$ cat config.mk
export PLATFORM = sky130hd
export DESIGN_NAME = seq_divider_flat
export DESIGN_NICKNAME = d
export VERILOG_FILES = /design/src/rtl/seq_divider_if.sv /design/src/rtl/seq_divider.sv /design/src/flat_wrapper.sv
export SDC_FILE = /design/constraint.sdc
export NUM_CORES = 1
export LEC_CHECK = 0
export CAP_MARGIN = 5
export CORE_MARGIN = 2
export CORE_UTILIZATION = 61
export DETAILED_ROUTE_END_ITERATION = 10
export GPL_TIMING_DRIVEN = 0
export MAX_ROUTING_LAYER = met4
export PLACE_DENSITY = 0.86
export SLEW_MARGIN = 20
export SYNTH_ARGS = -nofsm -noshare
export SYNTH_HDL_FRONTEND = slang
export SYNTH_SLANG_ARGS = --single-unit
$ cat constraint.sdc
create_clock -name clk -period 4.55 [get_ports clk]
set_input_delay 0.91 -clock clk [delete_from_list [all_inputs] [get_ports clk]]
set_output_delay 0.91 -clock clk [all_outputs]
set_load 0.02 [all_outputs]
$ cat src/rtl/seq_divider_if.sv
// Operand/result handshake bundle for seq_divider.
// master drives operands and out_ready; slave is the divider itself.
interface seq_divider_if #(
    parameter int unsigned DATA_WIDTH = 16
);
    logic                         in_valid;
    logic                         in_ready;
    logic signed [DATA_WIDTH-1:0] dividend;
    logic signed [DATA_WIDTH-1:0] divisor;
    logic                         out_valid;
    logic                         out_ready;
    logic        [DATA_WIDTH-1:0] quotient;
    logic        [DATA_WIDTH-1:0] remainder;
    logic                         overflow;
    logic                         div_by_zero;

    modport master (
        output in_valid, dividend, divisor, out_ready,
        input  in_ready, out_valid, quotient, remainder, overflow, div_by_zero
    );

    modport slave (
        input  in_valid, dividend, divisor, out_ready,
        output in_ready, out_valid, quotient, remainder, overflow, div_by_zero
    );
endinterface

$ cat src/rtl/seq_divider.sv
// Sequential signed divider: restoring shift-subtract on magnitudes, one quotient bit per cycle,
// signs and error cases applied in a single fix-up cycle. Fixed latency of DATA_WIDTH+1 edges.
module seq_divider #(
    parameter int unsigned DATA_WIDTH = 16
) (
    input  logic          clk,
    input  logic          rst,
    seq_divider_if.slave  bus
);
    localparam int unsigned DW   = DATA_WIDTH;
    localparam int unsigned CntW = $clog2(DATA_WIDTH);

    localparam logic [CntW-1:0] CntLast = CntW'(DATA_WIDTH - 1);
    localparam logic [CntW-1:0] CntOne  = CntW'(1);
    localparam logic [DW-1:0]   One     = DW'(1);
    localparam logic [DW-1:0]   MaxPos  = {1'b0, {(DW-1){1'b1}}};
    localparam logic [DW-1:0]   MinNeg  = {1'b1, {(DW-1){1'b0}}};

    typedef enum logic [1:0] {StIdle, StCalc, StFix, StDone} state_e;

    state_e          state_q,   state_d;
    logic [CntW-1:0] cnt_q,     cnt_d;
    logic [DW:0]     rem_q,     rem_d;
    logic [DW-1:0]   acc_q,     acc_d;
    logic [DW-1:0]   dvs_q,     dvs_d;
    logic [DW-1:0]   dvd_q,     dvd_d;
    logic            neg_dvd_q, neg_dvd_d;
    logic            neg_dvs_q, neg_dvs_d;
    logic [DW-1:0]   quo_res_q, quo_res_d;
    logic [DW-1:0]   rem_res_q, rem_res_d;
    logic            ovf_q,     ovf_d;
    logic            dbz_q,     dbz_d;

    logic [DW-1:0] dvd_raw, dvs_raw, dvd_mag, dvs_mag;
    logic [DW:0]   rem_shift, rem_diff;
    logic          q_bit;
    logic          q_neg;
    logic [DW-1:0] q_signed, r_signed;

    always_comb begin
        dvd_raw = bus.dividend;
        dvs_raw = bus.divisor;
        dvd_mag = dvd_raw[DW-1] ? (~dvd_raw + One) : dvd_raw;
        dvs_mag = dvs_raw[DW-1] ? (~dvs_raw + One) : dvs_raw;
    end

    // acc_q starts as the dividend magnitude and fills with quotient bits as it shifts out.
    always_comb begin
        rem_shift = (rem_q << 1) | {{DW{1'b0}}, acc_q[DW-1]};
        rem_diff  = rem_shift - {1'b0, dvs_q};
        q_bit     = ~rem_diff[DW];
        q_neg     = neg_dvd_q ^ neg_dvs_q;
        q_signed  = q_neg ? (~acc_q + One) : acc_q;
        r_signed  = neg_dvd_q ? (~rem_q[DW-1:0] + One) : rem_q[DW-1:0];
    end

    always_comb begin
        state_d   = state_q;
        cnt_d     = cnt_q;
        rem_d     = rem_q;
        acc_d     = acc_q;
        dvs_d     = dvs_q;
        dvd_d     = dvd_q;
        neg_dvd_d = neg_dvd_q;
        neg_dvs_d = neg_dvs_q;
        quo_res_d = quo_res_q;
        rem_res_d = rem_res_q;
        ovf_d     = ovf_q;
        dbz_d     = dbz_q;

        unique case (state_q)
            StIdle: begin
                if (bus.in_valid) begin
                    dvd_d     = dvd_raw;
                    neg_dvd_d = dvd_raw[DW-1];
                    neg_dvs_d = dvs_raw[DW-1];
                    acc_d     = dvd_mag;
                    dvs_d     = dvs_mag;
                    rem_d     = '0;
                    cnt_d     = '0;
                    state_d   = StCalc;
                end
            end
            StCalc: begin
                rem_d = q_bit ? rem_diff : rem_shift;
                acc_d = {acc_q[DW-2:0], q_bit};
                if (cnt_q == CntLast) begin
                    state_d = StFix;
                end else begin
                    cnt_d = cnt_q + CntOne;
                end
            end
            StFix: begin
                if (dvs_q == '0) begin
                    quo_res_d = neg_dvd_q ? MinNeg : MaxPos;
                    rem_res_d = dvd_q;
                    ovf_d     = 1'b0;
                    dbz_d     = 1'b1;
                end else begin
                    // A non-negative quotient with its MSB set only arises from MIN / -1.
                    quo_res_d = q_signed;
                    rem_res_d = r_signed;
                    ovf_d     = ~q_neg & acc_q[DW-1];
                    dbz_d     = 1'b0;
                end
                state_d = StDone;
            end
            StDone: begin
                if (bus.out_ready) begin
                    state_d = StIdle;
                end
            end
            default: state_d = StIdle;
        endcase
    end

    always_ff @(posedge clk) begin
        if (rst) begin
            state_q   <= StIdle;
            cnt_q     <= '0;
            rem_q     <= '0;
            acc_q     <= '0;
            dvs_q     <= '0;
            dvd_q     <= '0;
            neg_dvd_q <= 1'b0;
            neg_dvs_q <= 1'b0;
            quo_res_q <= '0;
            rem_res_q <= '0;
            ovf_q     <= 1'b0;
            dbz_q     <= 1'b0;
        end else begin
            state_q   <= state_d;
            cnt_q     <= cnt_d;
            rem_q     <= rem_d;
            acc_q     <= acc_d;
            dvs_q     <= dvs_d;
            dvd_q     <= dvd_d;
            neg_dvd_q <= neg_dvd_d;
            neg_dvs_q <= neg_dvs_d;
            quo_res_q <= quo_res_d;
            rem_res_q <= rem_res_d;
            ovf_q     <= ovf_d;
            dbz_q     <= dbz_d;
        end
    end

    assign bus.in_ready    = (state_q == StIdle);
    assign bus.out_valid   = (state_q == StDone);
    assign bus.quotient    = quo_res_q;
    assign bus.remainder   = rem_res_q;
    assign bus.overflow    = ovf_q;
    assign bus.div_by_zero = dbz_q;
endmodule

$ cat src/flat_wrapper.sv
// flat-port wrapper written by rule: the top's interface ports become plain ports
module seq_divider_flat 
#(
    parameter int unsigned DATA_WIDTH = 16
)
  (clk, rst, bus_in_valid, bus_dividend, bus_divisor, bus_out_ready, bus_in_ready, bus_out_valid, bus_quotient, bus_remainder, bus_overflow, bus_div_by_zero);
  seq_divider_if #(.DATA_WIDTH(DATA_WIDTH)) bus_i ();
  input  logic clk;
  input  logic rst;
  input wire logic [$bits(bus_i.in_valid)-1:0] bus_in_valid;
  input wire logic [$bits(bus_i.dividend)-1:0] bus_dividend;
  input wire logic [$bits(bus_i.divisor)-1:0] bus_divisor;
  input wire logic [$bits(bus_i.out_ready)-1:0] bus_out_ready;
  output wire logic [$bits(bus_i.in_ready)-1:0] bus_in_ready;
  output wire logic [$bits(bus_i.out_valid)-1:0] bus_out_valid;
  output wire logic [$bits(bus_i.quotient)-1:0] bus_quotient;
  output wire logic [$bits(bus_i.remainder)-1:0] bus_remainder;
  output wire logic [$bits(bus_i.overflow)-1:0] bus_overflow;
  output wire logic [$bits(bus_i.div_by_zero)-1:0] bus_div_by_zero;
  assign bus_i.in_valid = bus_in_valid;
  assign bus_i.dividend = bus_dividend;
  assign bus_i.divisor = bus_divisor;
  assign bus_i.out_ready = bus_out_ready;
  assign bus_in_ready = bus_i.in_ready;
  assign bus_out_valid = bus_i.out_valid;
  assign bus_quotient = bus_i.quotient;
  assign bus_remainder = bus_i.remainder;
  assign bus_overflow = bus_i.overflow;
  assign bus_div_by_zero = bus_i.div_by_zero;
  seq_divider #(.DATA_WIDTH(DATA_WIDTH)) u_core (.clk(clk), .rst(rst), .bus(bus_i));
endmodule
==> flow_summary.ini <==
[floorplan]
pin_count = 72
die-area_um2 = 11300
core_area_um2 = 10200
fp.dieH_um = 106
initial_core_util = 0.621
rows = 37
fp.dieW_um = 106

[synthesis]
ys_seq_area_frac = 0.331
yosysMostFrequentCell = nand2_1
synth-seq-cells = 105
yosys_warnings = 0
syn_nets = 877
synth_common_cells = nand2_1, dfxtp_1, a21oi_1
syn_avg_cell_area_um2 = 7.80
synth_cells = 815
ys_types = 55
synthTopCellsByArea = dfxtp_1, nand2_1, a21oi_1
synthDominantCellAreaShare = 0.331
synth_ff_type = dfxtp_1
yosys.area.top_type = dfxtp_1
async_flop_share = 0
synthesis.area_um2 = 6360
synth_edf_count = 0

[power_and_ir_drop]
pwr_density_cell_nw_per_um2 = 561
irDropWorstVdd_mv = 0.401
total_leakage_power_nw = 2.75

[drt]
wl_per_cell_um = 17.1
routed_via_density = 6.11
drt-initial-drc-count = 604
drc = 0
ant_nets = 0
first_pass_iters = 7
route.vias.total = 6341
wirelength_um = 17700

[critical_path]
cp.buffers_inverters = 2
critPathLaunch = u_core.acc_q[15]
critPathKind = reg2reg
crit_family = compound AO/OA/AOI/OAI gates
start_kind = flip-flop
path_cells = inv_1 -> ha_1 -> fa_1 -> nand2b_1 -> a21oi_1 -> o21ai_0 -> o21a_1 -> o211ai_1 -> clkbuf_1 -> a32oi_1 -> o31ai_1
rrSetupSlack_ns = 1.29
worstSetupEndpointType = flip-flop
r2r_start = u_core.acc_q[15]
path_max_fanout = 10
arrival_ns = 3.55
reg2reg_depth = 11
cp_slowest_stage_delay_ns = 0.48
critPathSlowestCell = dfxtp_1
required_ns = 4.84
r2r-end = u_core.rem_q[12]

[sta]
fin_tns_setup_ns = 0
worst_clock_skew_ns = 0.0200
worst_pin_slew_ns = 0.900
relSlewSlack = 0.396
hold_violations = 0
drv_slew = 0
fmax_ghz = 0.307
rsz0062_at_grt = false
fin_crit_ns = 3.26
finalSetupViolations = 0
finalCritPeriodShare = 0.716

[grt]
grt_pass1_vias = 5811
grt_pass1_wl_um = 28700
overflow = 0
track_usage = 0.328
antenna_found_initial = 0
grt_max_degree = 19

[placement]
portBuffers = 71
placed_area_um2 = 7240
dp_hpwl_um = 13800
gp_congestion = 0.999

[hold_path]
holdPathStages = 2
holdPathEnd = u_core.dvd_q[13]
min_path_type = reg2reg
min-delay-start = u_core.dvd_q[13]

[layout]
nFillCells = 818
nets = 959
final_area_um2 = 7430
multiInputGateArea_um2 = 3920
antennaDiodeCount = 0
area_delta_synth_final_pct = 16.9
regArea_um2 = 2100
drive_gt1_frac = 0.0300

[clock_tree]
cts_buffers = 9
htree_levels = 3
cts_max_path_buffers = 2
cts_resized = 0
cts_sinks = 105
cts_setup_buffers = 0
tritoncts = built
clk_pin_slew_ns = 0.10
cts_hold_buf = 0
insertion_delay_ns = 0.39
cts-root-buf = clkbuf_8

[flow_run]
cap_violations = 0

[status]
status = finished, final reports clean
registers in the layout, summed over array words and instances (netlist names):
register and cells:
u_core.acc_q 16, u_core.bus.div_by_zero 1, u_core.bus.overflow 1, u_core.bus.quotient 16, u_core.bus.remainder 16, u_core.cnt_q 4
u_core.dvd_q 15, u_core.dvs_q 16, u_core.neg_dvd_q 1, u_core.neg_dvs_q 1, u_core.rem_q 16, u_core.state_q 2
how the worst max path moves through the flow:
| stage | to | slack, ns | cells after the start |
|---|---|---|---|
| after floorplan | u_core.acc_q[12] | 1.90 | 9 |
| after global placement | u_core.acc_q[12] | 1.19 | 10 |
| after detailed placement | u_core.acc_q[12] | 1.13 | 10 |
| after CTS | u_core.rem_q[12] | 1.37 | 11 |
| after global routing | u_core.rem_q[1] | 1.07 | 11 |
| final | u_core.rem_q[12] | 1.29 | 11 |
power breakdown:
part / leakage, nW / switching [mW] / total (mW) / internal [mW]
clock: 0.102 / 0.343 / 0.603 / 0.260
sequential: 0.856 / 0.228 / 1.34 / 1.11
combinational: 1.79 / 1.36 / 2.23 / 0.872
cell type report:
cell class,count,share of cell area
Multi-Input combinational cell,634,0.528
Sequential cell,105,0.283
Inverter,29,0.0146
Clock inverter,6,0.00976
Buffer,47,0.0298
Clock buffer,9,0.0167
Tap cell,136,0.0229
Timing Repair Buffer,71,0.0956
worst min-delay path, delay by kind of cell (launching register included):
family | cells | cell delay, ns
AO/OA/AOI/OAI | 1 | 0.05
flip-flops | 1 | 0.33
AND/OR/NAND/NOR | 1 | 0.05
kinds of logic (layout without fill, tap and decap cells):
group	after synthesis	count (layout)	share of synthesized area
adders and majority gates	26	26	0.0524
muxes	25	25	0.0394
AOI/OAI and AO/OA	231	231	0.226
and+or+nand+nor	284	284	0.206
xor gates and xnor gates	68	68	0.0937
DFF	105	105	0.331
buffers and inverters	76	162	0.0520
through the flow:
step                power (mW)  hold WS, ns  utilization  cells  setup WS [ns]
floorplan                 2.89        0.437            -    815           1.90
finish                    4.17        0.476        0.727   1037           1.29
global placement          3.42        0.448        0.707   1022           1.19
CTS                       4.12        0.466        0.727   1037           1.37
global route              4.43        0.485        0.727   1037           1.07
detailed placement        3.52        0.452        0.707   1022           1.13
per-layer routing:
| metal | up-vias | global-route usage | part of all wire |
|---|---|---|---|
| li1 | 3052 | - | - |
| met1 | 2917 | 0.454 | 0.44 |
| met3 | 36 | 0.0546 | 0.096 |
| met2 | 336 | 0.492 | 0.44 |
| met5 | - | - | 0 |
| met4 | 0 | 0.103 | 0.024 |
placed cells by master, fill, tap and decap left out, types with 25 or more instances in the layout:
master and count:
nand2_1 123, dfxtp_1 105, inv_1 28, nor2_1 68, clkdlybuf4s50_1 71, a21oi_1 78, xor2_1 44, o21ai_0 54
clkbuf_1 38, ha_1 25, mux2i_1 25
Power figures use the tool's default switching activity.
